File: config.mk
export PLATFORM = sky130hd
export DESIGN_NAME = piso_serializer
export DESIGN_NICKNAME = d
export VERILOG_FILES = /design/src/rtl/piso_serializer.sv
export SDC_FILE = /design/constraint.sdc
export NUM_CORES = 1
export LEC_CHECK = 0
export BUFFER_PORTS_ARGS = -buffer_cell sky130_fd_sc_hd__buf_2
export CORE_MARGIN = 4
export CORE_UTILIZATION = 48
export DETAILED_ROUTE_END_ITERATION = 8
export PLACE_DENSITY = 0.86
export SYNTH_ARGS = -nofsm -noshare
export SYNTH_HDL_FRONTEND = slang
export SYNTH_SLANG_ARGS = --single-unit
File: constraint.sdc
create_clock -name clk -period 1.4 [get_ports clk]
set_input_delay 0.07 -clock clk [delete_from_list [all_inputs] [get_ports clk]]
set_output_delay 0.07 -clock clk [all_outputs]
set_load 0.02 [all_outputs]
File: src/rtl/piso_serializer.sv
// Parallel-in, serial-out transmitter: one word per handshake, shifted out MSB first.
// Define PISO_PARITY_EN to append an even-parity beat after the data bits.
module piso_serializer #(
    parameter int size = 8
) (
    input  logic            clk,
    input  logic            rst,
    input  logic            clear,
    input  logic            in_valid,
    output logic            in_ready,
    input  logic [size-1:0] dataIn,
    output logic            out_valid,
    input  logic            out_ready,
    output logic            out_bit,
    output logic            busy,
    output logic            done
);

    localparam int CW = $clog2(size);
    localparam logic [CW-1:0] LAST_BEAT = CW'(size - 1);

`ifdef PISO_PARITY_EN
    typedef enum logic [1:0] {
        IDLE  = 2'd0,
        SHIFT = 2'd1,
        PAR   = 2'd2
    } state_t;
`else
    typedef enum logic {
        IDLE  = 1'b0,
        SHIFT = 1'b1
    } state_t;
`endif

    state_t          state_r;
    logic [size-1:0] shreg_r;
    logic [CW-1:0]   cnt_r;
    logic            done_r;
`ifdef PISO_PARITY_EN
    logic            par_r;

    // Even parity: the appended bit makes the XOR of all transmitted bits zero.
    function automatic logic even_parity(input logic [size-1:0] word);
        return ^word;
    endfunction
`endif

    // Control FSM, shift register, beat counter and done pulse.
    always_ff @(posedge clk) begin
        if (rst || clear) begin
            state_r <= IDLE;
            shreg_r <= '0;
            cnt_r   <= '0;
            done_r  <= 1'b0;
`ifdef PISO_PARITY_EN
            par_r   <= 1'b0;
`endif
        end else begin
            done_r <= 1'b0;
            case (state_r)
                IDLE: begin
                    if (in_valid) begin
                        shreg_r <= dataIn;
                        cnt_r   <= '0;
                        state_r <= SHIFT;
`ifdef PISO_PARITY_EN
                        par_r   <= even_parity(dataIn);
`endif
                    end else begin
                        state_r <= IDLE;
                    end
                end
                SHIFT: begin
                    if (out_ready) begin
                        shreg_r <= {shreg_r[size-2:0], 1'b0};
                        cnt_r   <= cnt_r + CW'(1);
                        if (cnt_r == LAST_BEAT) begin
`ifdef PISO_PARITY_EN
                            state_r <= PAR;
`else
                            state_r <= IDLE;
                            done_r  <= 1'b1;
`endif
                        end else begin
                            state_r <= SHIFT;
                        end
                    end else begin
                        state_r <= SHIFT;
                    end
                end
`ifdef PISO_PARITY_EN
                PAR: begin
                    if (out_ready) begin
                        state_r <= IDLE;
                        done_r  <= 1'b1;
                    end else begin
                        state_r <= PAR;
                    end
                end
`endif
                default: begin
                    state_r <= IDLE;
                end
            endcase
        end
    end

    // Serial bit selection, decoded from registered state only.
    always_comb begin
        out_bit = 1'b0;
        case (state_r)
            SHIFT:   out_bit = shreg_r[size-1];
`ifdef PISO_PARITY_EN
            PAR:     out_bit = par_r;
`endif
            default: out_bit = 1'b0;
        endcase
    end

    assign in_ready  = (state_r == IDLE);
    assign busy      = (state_r != IDLE);
    assign out_valid = (state_r != IDLE);
    assign done      = done_r;

endmodule

* After elaboration in Yosys (flattened, before gate mapping)
Cells that the tools add are included.
** Word-level totals
- Register bits after elaboration :: 13
- Latch bits :: 0
- RAM bits :: 0
- Memory bits (read-only) :: 0
- Output and inout bits :: 5
- Memories :: 0
** Cells by class
- Add/subtract/negate cells :: 1
- Multiply operators :: 0
- Div/mod/pow operators :: 0
- Order comparisons :: 0
- Equality and inequality tests :: 3
- Shifts and indexed selects :: 0
- Muxes and demuxes :: 12
- Bitwise gates (word level) :: 2
- Reduce and logical (&&, ||, !) cells :: 3
** Operators with widths (count)
- 8-bit two-way mux :: 2
- 8-bit case mux with 2 select lines :: 1
- 3-bit two-way mux :: 2
- 3-bit case mux with 2 select lines :: 1
- 1-bit two-way mux :: 5
- 2-bit != test, second input constant :: 2
- 3-bit by 1-bit adder with 3-bit output, second input constant :: 1
- 3-bit equality test, second input constant :: 1
- 3-bit OR reduction :: 1
- 1-bit NOT :: 2
- 1-bit case mux with 2 select lines :: 1
- 2-bit AND reduction :: 1
- 1-bit logical OR :: 1

* Logic depth before layout (Yosys ltp)
Gate-level depths: netlist (run 1).
- Word-level depth :: 4
- Mapped depth :: 5
- Mapped depth without buffers :: 5

* Least setup slack after synthesis (run 1)
Ideal clock, no wire load.
- Path type :: flip-flop to flip-flop
- From :: reg state_r, in the netlist busy
- To :: reg shreg_r[4]
- Data arrival time :: 1225 ps
- Data required time :: 1277 ps
- Setup slack :: 52 ps
- Stages on the path, launching flop included :: 6
- Path through :: dfxtp_1 -> buf_6 -> mux2_4 -> buf_6 -> nor2_2 -> a211oi_2
** On the way
- Longest elaborated chain between the ends :: 3
** RTL lines
- start: declaration :: RTL line 35 : state_t state_r;
- start signal: assignment :: RTL line 51 : state_r <= IDLE;
- start signal: assignment :: RTL line 65 : state_r <= SHIFT;
- start signal: assignment :: RTL line 70 : state_r <= IDLE;
- 1-bit NOT
- 2-bit != test (no source line)
- 2-bit AND reduction (no source line)
- end signal: assignment :: RTL line 63 : shreg_r <= dataIn;
- end signal: assignment :: RTL line 75 : shreg_r <= {shreg_r[size-2:0], 1'b0};
- end: declaration :: RTL line 36 : logic [size-1:0] shreg_r;
Several ways; a longest one is shown, not always the timed one.
A chain may end at the register's enable or synchronous reset.

* Final worst setup path (run 1)
- From :: reg state_r, in the netlist busy
- To :: reg cnt_r[0]
** On the way
- Longest elaborated chain between the ends :: 3
** RTL lines
- 1-bit NOT
- 2-bit != test (no source line)
- 2-bit AND reduction (no source line)
- end signal: assignment :: RTL line 76 : cnt_r <= cnt_r + CW'(1);
- end: declaration :: RTL line 37 : logic [CW-1:0] cnt_r;
Several ways; a longest one is shown, not always the timed one.

==> results of run 1 <==
==> cell usage after synthesis <==
| cell | count |
|---|---|
| nand3_1 | 1 |
| buf_2 | 2 |
| nand2_1 | 1 |
| a32oi_1 | 3 |
| a211oi_2 | 7 |
| nor2_1 | 9 |
| or2_1 | 1 |
| mux2_4 | 1 |
| nor2_2 | 3 |
| buf_6 | 2 |
| a21oi_1 | 1 |
| and2_1 | 1 |
| o21ai_0 | 1 |
| nand3b_1 | 1 |
| mux2i_1 | 8 |
| ha_1 | 2 |
| dfxtp_1 | 13 |
| inv_2 | 1 |
| buf_4 | 1 |
==> how the worst max path moves through the flow <==
| stage | slack (ps) | end | cells past startpoint |
|---|---|---|---|
| after floorplan | 50 | shreg_r[4]$_SDFFE_PP0P_ | 5 |
| after global placement | 250 | cnt_r[2]$_SDFFE_PP0P_ | 4 |
| after detailed placement | 180 | cnt_r[0]$_SDFFE_PP0P_ | 4 |
| after CTS | 170 | cnt_r[0]$_SDFFE_PP0P_ | 4 |
| after global routing | 40 | cnt_r[0]$_SDFFE_PP0P_ | 4 |
| final | 180 | cnt_r[0]$_SDFFE_PP0P_ | 4 |
==> state kept, by name, summed over array words and instances, names as in the netlist <==
signal / cells
shreg_r: 8
cnt_r: 3
done: 1
busy: 1
==> per-layer routing <==
layer  GRT usage  share of wire  vias up
met4      0.0542          0.013        0
li1            -              -      246
met2       0.224           0.50        9
met1       0.137           0.44      218
met3      0.0244          0.049        2
met5           0              0        -
==> area by class of cell <==
type,count,area share
sequential,13,0.351
timing repair buffer,20,0.145
inverter,1,0.00507
clock buffer,4,0.0355
multi-input combinational,40,0.439
tap,14,0.0236
==> metrics by stage <==
step           utilization  area [sq um]
2_1_floorplan            -           629
3_3_place_gp         0.610           714
3_5_place_dp         0.610           714
4_1_cts              0.632           741
5_1_grt              0.632           741
6_report             0.632           741
==> report_power, final <==
part	internal, mW	switching (mW)
clock	0.110	0.113
combinational	0.0488	0.0608
sequential	0.382	0.00795
total	0.541	0.182
==> logic make-up after synthesis <==
family	count (synthesis)	synth area share
AOI/OAI and AO/OA	12	0.197
adders and majority gates	2	0.0398
buffers and inverters	6	0.0696
DFF	13	0.414
muxes	9	0.151
and+or+nand+nor	17	0.129
==> critical path, cell delays in order, from the launching register on <==
cell and delay (ps):
dfxtp_1 400, buf_4 180, mux2i_1 350, nand2_1 100, a21oi_1 130
==> key figures, run 1 <==
Logic synthesis
  • Part of the Yosys area used for sequential elements: 0.414
  • Post-synth top area cell: dfxtp_1
  • Netlist Area Pre-Place: 629 sq um
  • Synth Warn #: 0
  • Synth cell types: 19
  • Post-Synthesis Cells: 59
  • Most area-consuming cells after synthesis: dfxtp_1 41%, a211oi_2 14%, mux2i_1 13%
  • Mean Syn Cell Area: 10.7 sq um
  • Yosys top cell area share: 0.414
  • #FFs+latches synth: 13
  • Mapped Nets: 74

Setup path
  • Worst-path fanout max: 7
  • Data required time at the worst endpoint: 1600 ps
  • CP Capture Type: flip-flop
  • Setup CP Type: reg -> reg
  • Worst r2r src: busy$_SDFF_PP0_
  • Worst path arrival time: 1420 ps
  • Reg2reg end: cnt_r[0]$_SDFFE_PP0P_
  • Reg2Reg Depth: 4
  • Crit path from: busy$_SDFF_PP0_
  • CP Launch Type: flip-flop
  • R2r setup slk: 180 ps

Floorplan
  • Core area: 1170 sq um
  • Die Area: 1950 sq um
  • Die height: 44.2 um
  • Initial Util: 0.537
  • I/O pin count: 18
  • Die width: 44.2 um
  • Row cnt: 12

STA
  • Final hold violations: 0
  • Fmax: 817 MHz
  • Tmin final: 1220 ps
  • Clock skew: 7.56 ps
  • Least-Margin Pin Slew: 559 ps
  • Fin Hold WS: 73.7 ps
  • Setup TNS: 0 ps
  • Fin crit share: 0.874
  • Endpoints failing setup: 0
  • Max-slew headroom: 0.628
  • Setup slack after layout: 176 ps
  • RSZ-0062 raised after global routing: no
  • Final Max Slew Viols: 0

Finish
  • Most frequent cells in the layout: 17 x buf_2, 13 x dfxtp_1, 9 x nor2_1
  • Finished Layout Cells: 92
  • # diodes: 0
  • Fillcell total: 108
  • Most common cell after layout, fill and taps aside: buf_2
  • Final nets: 94
  • Area growth from synthesis to layout: 17.7%
  • Share of cells above drive strength 1: 0.449
  • Register area: 260 sq um
  • Footprint of the multi-input gates: 325 sq um

Placed design
  • # port buffers: 17
  • Dpl ws: 181 ps
  • RePlAce Congestion: 0.707
  • Post-Place Cells: 88
  • HPWL after detailed placement: 876 um

Drt
  • DRC: 0
  • Final WL: 1100 um
  • Drt pass-1 iters: 3
  • Routed Antenna Nets: 0
  • Routed WL per cell: 12.0 um
  • 1st-iter DRT viols: 4
  • Via density: 5.16
  • Total number of vias: 475

CTS
  • PostCTS Resize Cnt: 0
  • Worst-skew pair later-pin latency: 260 ps
  • Clock tree buffer depth: 2
  • H-tree levels: 1
  • CTS root buffer: clkbuf_4
  • CTS tree: built
  • CTS Hold Buffers Added: 0
  • Post-CTS setup buffers: 0
  • Num CTS Buffers: 3
  • CTS Sinks: 13
  • Clock transition at path regs: 80 ps

Global routing
  • Initial antenna violation count: 0
  • Number of global-route vias before repair: 467
  • Largest net degree at the start of global routing: 15
  • Grt ovf: 0
  • GRT Overall Usage: 0.123
  • First-pass GRT wire length: 1820 um

Power and ir drop
  • Power Total: 0.723 mW
  • Max VDD drop: 0.000527 V
  • P_leak: 0.308 nW
  • Power Density: 975 nW/um^2

Hold path
  • Hold depth: 3
  • Hold EP: shreg_r[0]$_SDFFE_PP0P_
  • HP Start: dataIn[0]
  • Hold WC Path Type: in -> reg

Flow run
  • MaxCap Viol Count: 0

Outcome
  • Status: complete, no violations
Power figures use the tool's default switching activity.
==> run 2, diff against run 1 <==
--- a/config.mk
+++ b/config.mk
@@ -6,7 +6,7 @@
 export NUM_CORES = 1
 export LEC_CHECK = 0
 export BUFFER_PORTS_ARGS = -buffer_cell sky130_fd_sc_hd__buf_2
-export CORE_MARGIN = 4
+export CORE_MARGIN = 2
 export CORE_UTILIZATION = 48
 export DETAILED_ROUTE_END_ITERATION = 8
 export PLACE_DENSITY = 0.86
==> key figures, run 2 (same netlist as run 1, synthesis figures left out) <==
Setup path
  • R2r setup slk: 190 ps
  • Setup CP Type: reg -> reg
  • Worst r2r src: busy$_SDFF_PP0_
  • CP Launch Type: flip-flop
  • CP Capture Type: flip-flop
  • Crit path from: busy$_SDFF_PP0_
  • Worst path arrival time: 1350 ps
  • Data required time at the worst endpoint: 1540 ps
  • Worst-path fanout max: 14

Finish
  • Max reg flops: 8
  • Most frequent cells in the layout: 17 x buf_2, 13 x dfxtp_1, 9 x nor2_1
  • Area growth from synthesis to layout: 17.9%
  • Share of cells above drive strength 1: 0.449
  • Most common cell after layout, fill and taps aside: buf_2
  • Largest register by flop count: shreg_r
  • # diodes: 0
  • Regs by FF count: shreg_r x8, cnt_r x3
  • Final nets: 94

Global routing
  • Initial antenna violation count: 0
  • Grt ovf: 0
  • Largest net degree at the start of global routing: 15
  • GRT Overall Usage: 0.163
  • First-pass GRT wire length: 1650 um
  • Number of global-route vias before repair: 405

CTS
  • CTS tree: built
  • Post-CTS setup buffers: 0
  • H-tree levels: 1
  • CTS Sinks: 13
  • Clock transition at path regs: 80 ps
  • CTS root buffer: clkbuf_4
  • Worst-skew pair later-pin latency: 270 ps
  • Num CTS Buffers: 3
  • CTS Hold Buffers Added: 0
  • PostCTS Resize Cnt: 0
  • Clock tree buffer depth: 2

Hold path
  • HP Start: dataIn[0]
  • Hold WC Path Type: in -> reg

Drt
  • Routed Antenna Nets: 0
  • Final WL: 1150 um
  • Routed WL per cell: 12.3 um
  • 1st-iter DRT viols: 6
  • Drt pass-1 iters: 4
  • Via density: 5.34
  • DRC: 0
  • Total number of vias: 497

Power and ir drop
  • Sw power: 0.188 mW
  • Internal: 0.541 mW
  • Clock Power Share: 0.312
  • Power Density: 983 nW/um^2
  • Max VDD drop: 0.000550 V
  • Net Sw Frac: 0.258
  • P_leak: 0.308 nW
  • Gate power share: 0.153
  • Power share of the sequential group: 0.535

Floorplan
  • Row cnt: 13
  • Initial Util: 0.496
  • Die height: 40.2 um
  • I/O pin count: 18
  • Core area: 1270 sq um
  • Die width: 40.2 um
  • Die Area: 1620 sq um

STA
  • RSZ-0062 raised after global routing: no
  • Fin crit share: 0.865
  • Final Max Slew Viols: 0
  • Setup TNS: 0 ps
  • Setup slack after layout: 189 ps
  • Endpoints failing setup: 0
  • Fmax: 826 MHz
  • Least-Margin Pin Slew: 568 ps
  • Clock skew: 1.61 ps
  • Tmin final: 1210 ps
  • Max-slew headroom: 0.621
  • Final hold violations: 0

Outcome
  • Status: complete, no violations

Flow run
  • MaxCap Viol Count: 0

Placed design
  • # port buffers: 17
  • HPWL after detailed placement: 805 um
  • RePlAce Congestion: 0.654
  • Dpl ws: 231 ps
[run 2: cell counts in the layout (fill, tap and decap cells not counted)]
Identical to the previous run, type by type.
[run 2: cell type report]
cell class / instances / area [sq um]
Inverter: 1 / 3.75
Fill cell: 113 / 527
Sequential cell: 13 / 260
Tap cell: 15 / 18.8
Multi-Input combinational cell: 40 / 325
Clock buffer: 4 / 26.3
Timing Repair Buffer: 20 / 108
[run 2: worst paths after layout]
path | cells past startpoint | to
min reg2reg | 2 | cnt_r[0]$_SDFFE_PP0P_
max | 3 | shreg_r[7]$_SDFFE_PP0P_
min | 3 | shreg_r[0]$_SDFFE_PP0P_
max reg2reg | 3 | shreg_r[7]$_SDFFE_PP0P_
[run 2: power groups by stage]
| stage | sequential, mW | combinational (mW) | clock [mW] |
|---|---|---|---|
| 3_3_place_gp | 0.398 | 0.107 | 0 |
| 3_5_place_dp | 0.399 | 0.111 | 0 |
| 2_1_floorplan | 0.398 | 0.0828 | 0 |
| 6_report | 0.390 | 0.112 | 0.228 |
| 4_1_cts | 0.390 | 0.113 | 0.233 |
| 5_1_grt | 0.392 | 0.124 | 0.252 |
[run 2: worst max-delay path, stage by stage (launching register included)]
cell,delay [ps]
dfxtp_1,390
mux2_4,410
nor2_1,190
a211oi_2,80
[run 2: layer usage]
layer,vias up,GRT usage,wire [um]
met2,17,0.286,577
met1,226,0.178,482
met3,5,0.0167,47
met4,0,0.125,38
met5,-,0,0
li1,249,-,-
[run 2: stage by stage]
stage | util | hold slack, ps | power, mW | instances | area, sq um
2_1_floorplan | - | 222 | 0.481 | 59 | 629
5_1_grt | 0.585 | 51.9 | 0.768 | 93 | 742
3_3_place_gp | 0.564 | 345 | 0.506 | 89 | 716
6_report | 0.585 | 63.4 | 0.730 | 93 | 742
4_1_cts | 0.585 | 60.9 | 0.736 | 93 | 742
3_5_place_dp | 0.564 | 344 | 0.510 | 89 | 716
==> run 3, diff against run 2 <==
--- a/config.mk
+++ b/config.mk
@@ -6,8 +6,11 @@
 export NUM_CORES = 1
 export LEC_CHECK = 0
 export BUFFER_PORTS_ARGS = -buffer_cell sky130_fd_sc_hd__buf_2
+export CELL_PAD_IN_SITES_DETAIL_PLACEMENT = 1
+export CELL_PAD_IN_SITES_GLOBAL_PLACEMENT = 2
+export CORE_ASPECT_RATIO = 1.2
 export CORE_MARGIN = 2
-export CORE_UTILIZATION = 48
+export CORE_UTILIZATION = 30
 export DETAILED_ROUTE_END_ITERATION = 8
 export PLACE_DENSITY = 0.86
 export SYNTH_ARGS = -nofsm -noshare
==> constraint.sdc (replaced) <==
create_clock -name clk -period 1.4 [get_ports clk]
set_input_delay 0.21 -clock clk [delete_from_list [all_inputs] [get_ports clk]]
set_output_delay 0.21 -clock clk [all_outputs]
set_load 0.02 [all_outputs]
==> key figures, run 3 (same netlist as run 1, synthesis figures left out) <==
Floorplan
  • Initial Util: 0.310
  • Core area: 2030 sq um
  • Row cnt: 18
  • Die width: 45.8 um
  • Die height: 54.2 um
  • Die Area: 2480 sq um
  • I/O pin count: 18

Placed design
  • HPWL after detailed placement: 950 um
  • Post-Place Cells: 93
  • Placed inst area: 714 sq um
  • # port buffers: 17
  • RePlAce Congestion: 0.692

Outcome
  • Status: complete, no violations

STA
  • Endpoints failing setup: 0
  • Clock skew: 1.13 ps
  • Setup TNS: 0 ps
  • Final hold violations: 0
  • RSZ-0062 raised after global routing: no
  • Final Max Slew Viols: 0
  • Tmin final: 1320 ps
  • Least-Margin Pin Slew: 592 ps
  • Fin crit share: 0.943
  • Max-slew headroom: 0.605
  • Fmax: 757 MHz

Drt
  • Final WL: 1230 um
  • Met2 WL: 596 um
  • Routed Antenna Nets: 0
  • Met1 Routed Length: 530 um
  • Met3 Routed Length: 47 um
  • Routed WL per cell: 12.7 um
  • Via density: 5.24
  • Top layer in use: met4
  • Total number of vias: 508
  • DRC: 0
  • Drt pass-1 iters: 1
  • 1st-iter DRT viols: 0

Hold path
  • Hold WC Path Type: in -> reg

Finish
  • Final nets: 93
  • # diodes: 0
  • Area growth from synthesis to layout: 18.3%
  • Largest register by flop count: shreg_r
  • Finished Layout Cells: 97
  • Share of cells above drive strength 1: 0.455
  • Most frequent cells in the layout: 17 x buf_2, 12 x dfxtp_1, 9 x nor2_1
  • Regs by FF count: shreg_r x8, cnt_r x3
  • Most common cell after layout, fill and taps aside: buf_2
  • Design Area, Final: 744 sq um
  • Max reg flops: 8

CTS
  • H-tree levels: 1
  • CTS Hold Buffers Added: 0
  • Num CTS Buffers: 3
  • CTS root buffer: clkbuf_4
  • Post-CTS setup buffers: 0
  • CTS Sinks: 13
  • Worst-skew pair later-pin latency: 270 ps
  • CTS tree: built
  • Clock tree buffer depth: 2
  • Clock transition at path regs: 70 ps

Global routing
  • First-pass GRT wire length: 2150 um
  • Initial antenna violation count: 0
  • Grt ovf: 0
  • GRT Overall Usage: 0.128
  • Largest net degree at the start of global routing: 15
  • Number of global-route vias before repair: 520

Flow run
  • MaxCap Viol Count: 0

Power and ir drop
  • Clock Power Share: 0.311
  • Internal: 0.539 mW
  • Power Density: 971 nW/um^2
  • Gate power share: 0.149
  • Power share of the sequential group: 0.540
  • P_leak: 0.304 nW
  • Sw power: 0.184 mW
  • Net Sw Frac: 0.255
  • Max VDD drop: 0.000406 V

Setup path
  • Worst path arrival time: 1110 ps
  • CP Launch Type: flip-flop
  • Setup CP Type: reg -> out
  • Data required time at the worst endpoint: 1190 ps
  • CP Capture Type: output pin
  • Worst-path fanout max: 7
-- run 3: worst paths after layout --
check | from | endpoint | slack [ps] | cells past startpoint
setup / recovery | busy$_SDFF_PP0_ | out_bit | 80 | 3
hold / removal | dataIn[0] | shreg_r[0]$_SDFFE_PP0P_ | 200 | 3
setup reg to reg | cnt_r[0]$_SDFFE_PP0P_ | cnt_r[2]$_SDFFE_PP0P_ | 240 | 4
hold reg to reg | cnt_r[0]$_SDFFE_PP0P_ | cnt_r[0]$_SDFFE_PP0P_ | 470 | 2
-- run 3: repair_timing --
action | CTS | global route
gates resized for setup | 1 | 1
pin swaps | 0 | 0
setup endpoints to repair | 1 | 1
-- run 3: final cells by class --
| type | count | area (sq um) |
|---|---|---|
| flip-flops and latches | 13 | 264 |
| fillers | 239 | 1280 |
| multi-input cells | 40 | 325 |
| well taps | 20 | 25.0 |
| inverters | 1 | 3.75 |
| repair buffers | 19 | 100 |
| clock buffers | 4 | 26.3 |
-- run 3: routing by layer --
layer  vias up  GRT usage
met5         -          0
met4         0      0.129
met3         5     0.0201
met2        17      0.228
met1       239      0.118
li1        247          -
-- run 3: stage by stage --
stage	util	hold WS, ps	setup WS (ps)	power [mW]
after floorplan	-	362	52.3	0.481
after global placement	0.352	454	191	0.508
after detailed placement	0.352	473	153	0.511
after CTS	0.366	188	23.8	0.747
after global routing	0.367	211	18.6	0.770
final	0.367	202	79.8	0.723
-- run 3: worst max-delay path: stages (launching register included) --
cell and delay [ps]:
dfxtp_4 370, buf_4 170, and2_1 150, buf_2 150
-- run 3: power groups by stage --
| stage | logic [mW] | clock network, mW | registers, mW |
|---|---|---|---|
| global placement | 0.108 | 0 | 0.400 |
| global route | 0.121 | 0.257 | 0.393 |
| detailed placement | 0.110 | 0 | 0.401 |
| finish | 0.108 | 0.225 | 0.391 |
| CTS | 0.111 | 0.245 | 0.392 |
| floorplan | 0.0828 | 0 | 0.398 |
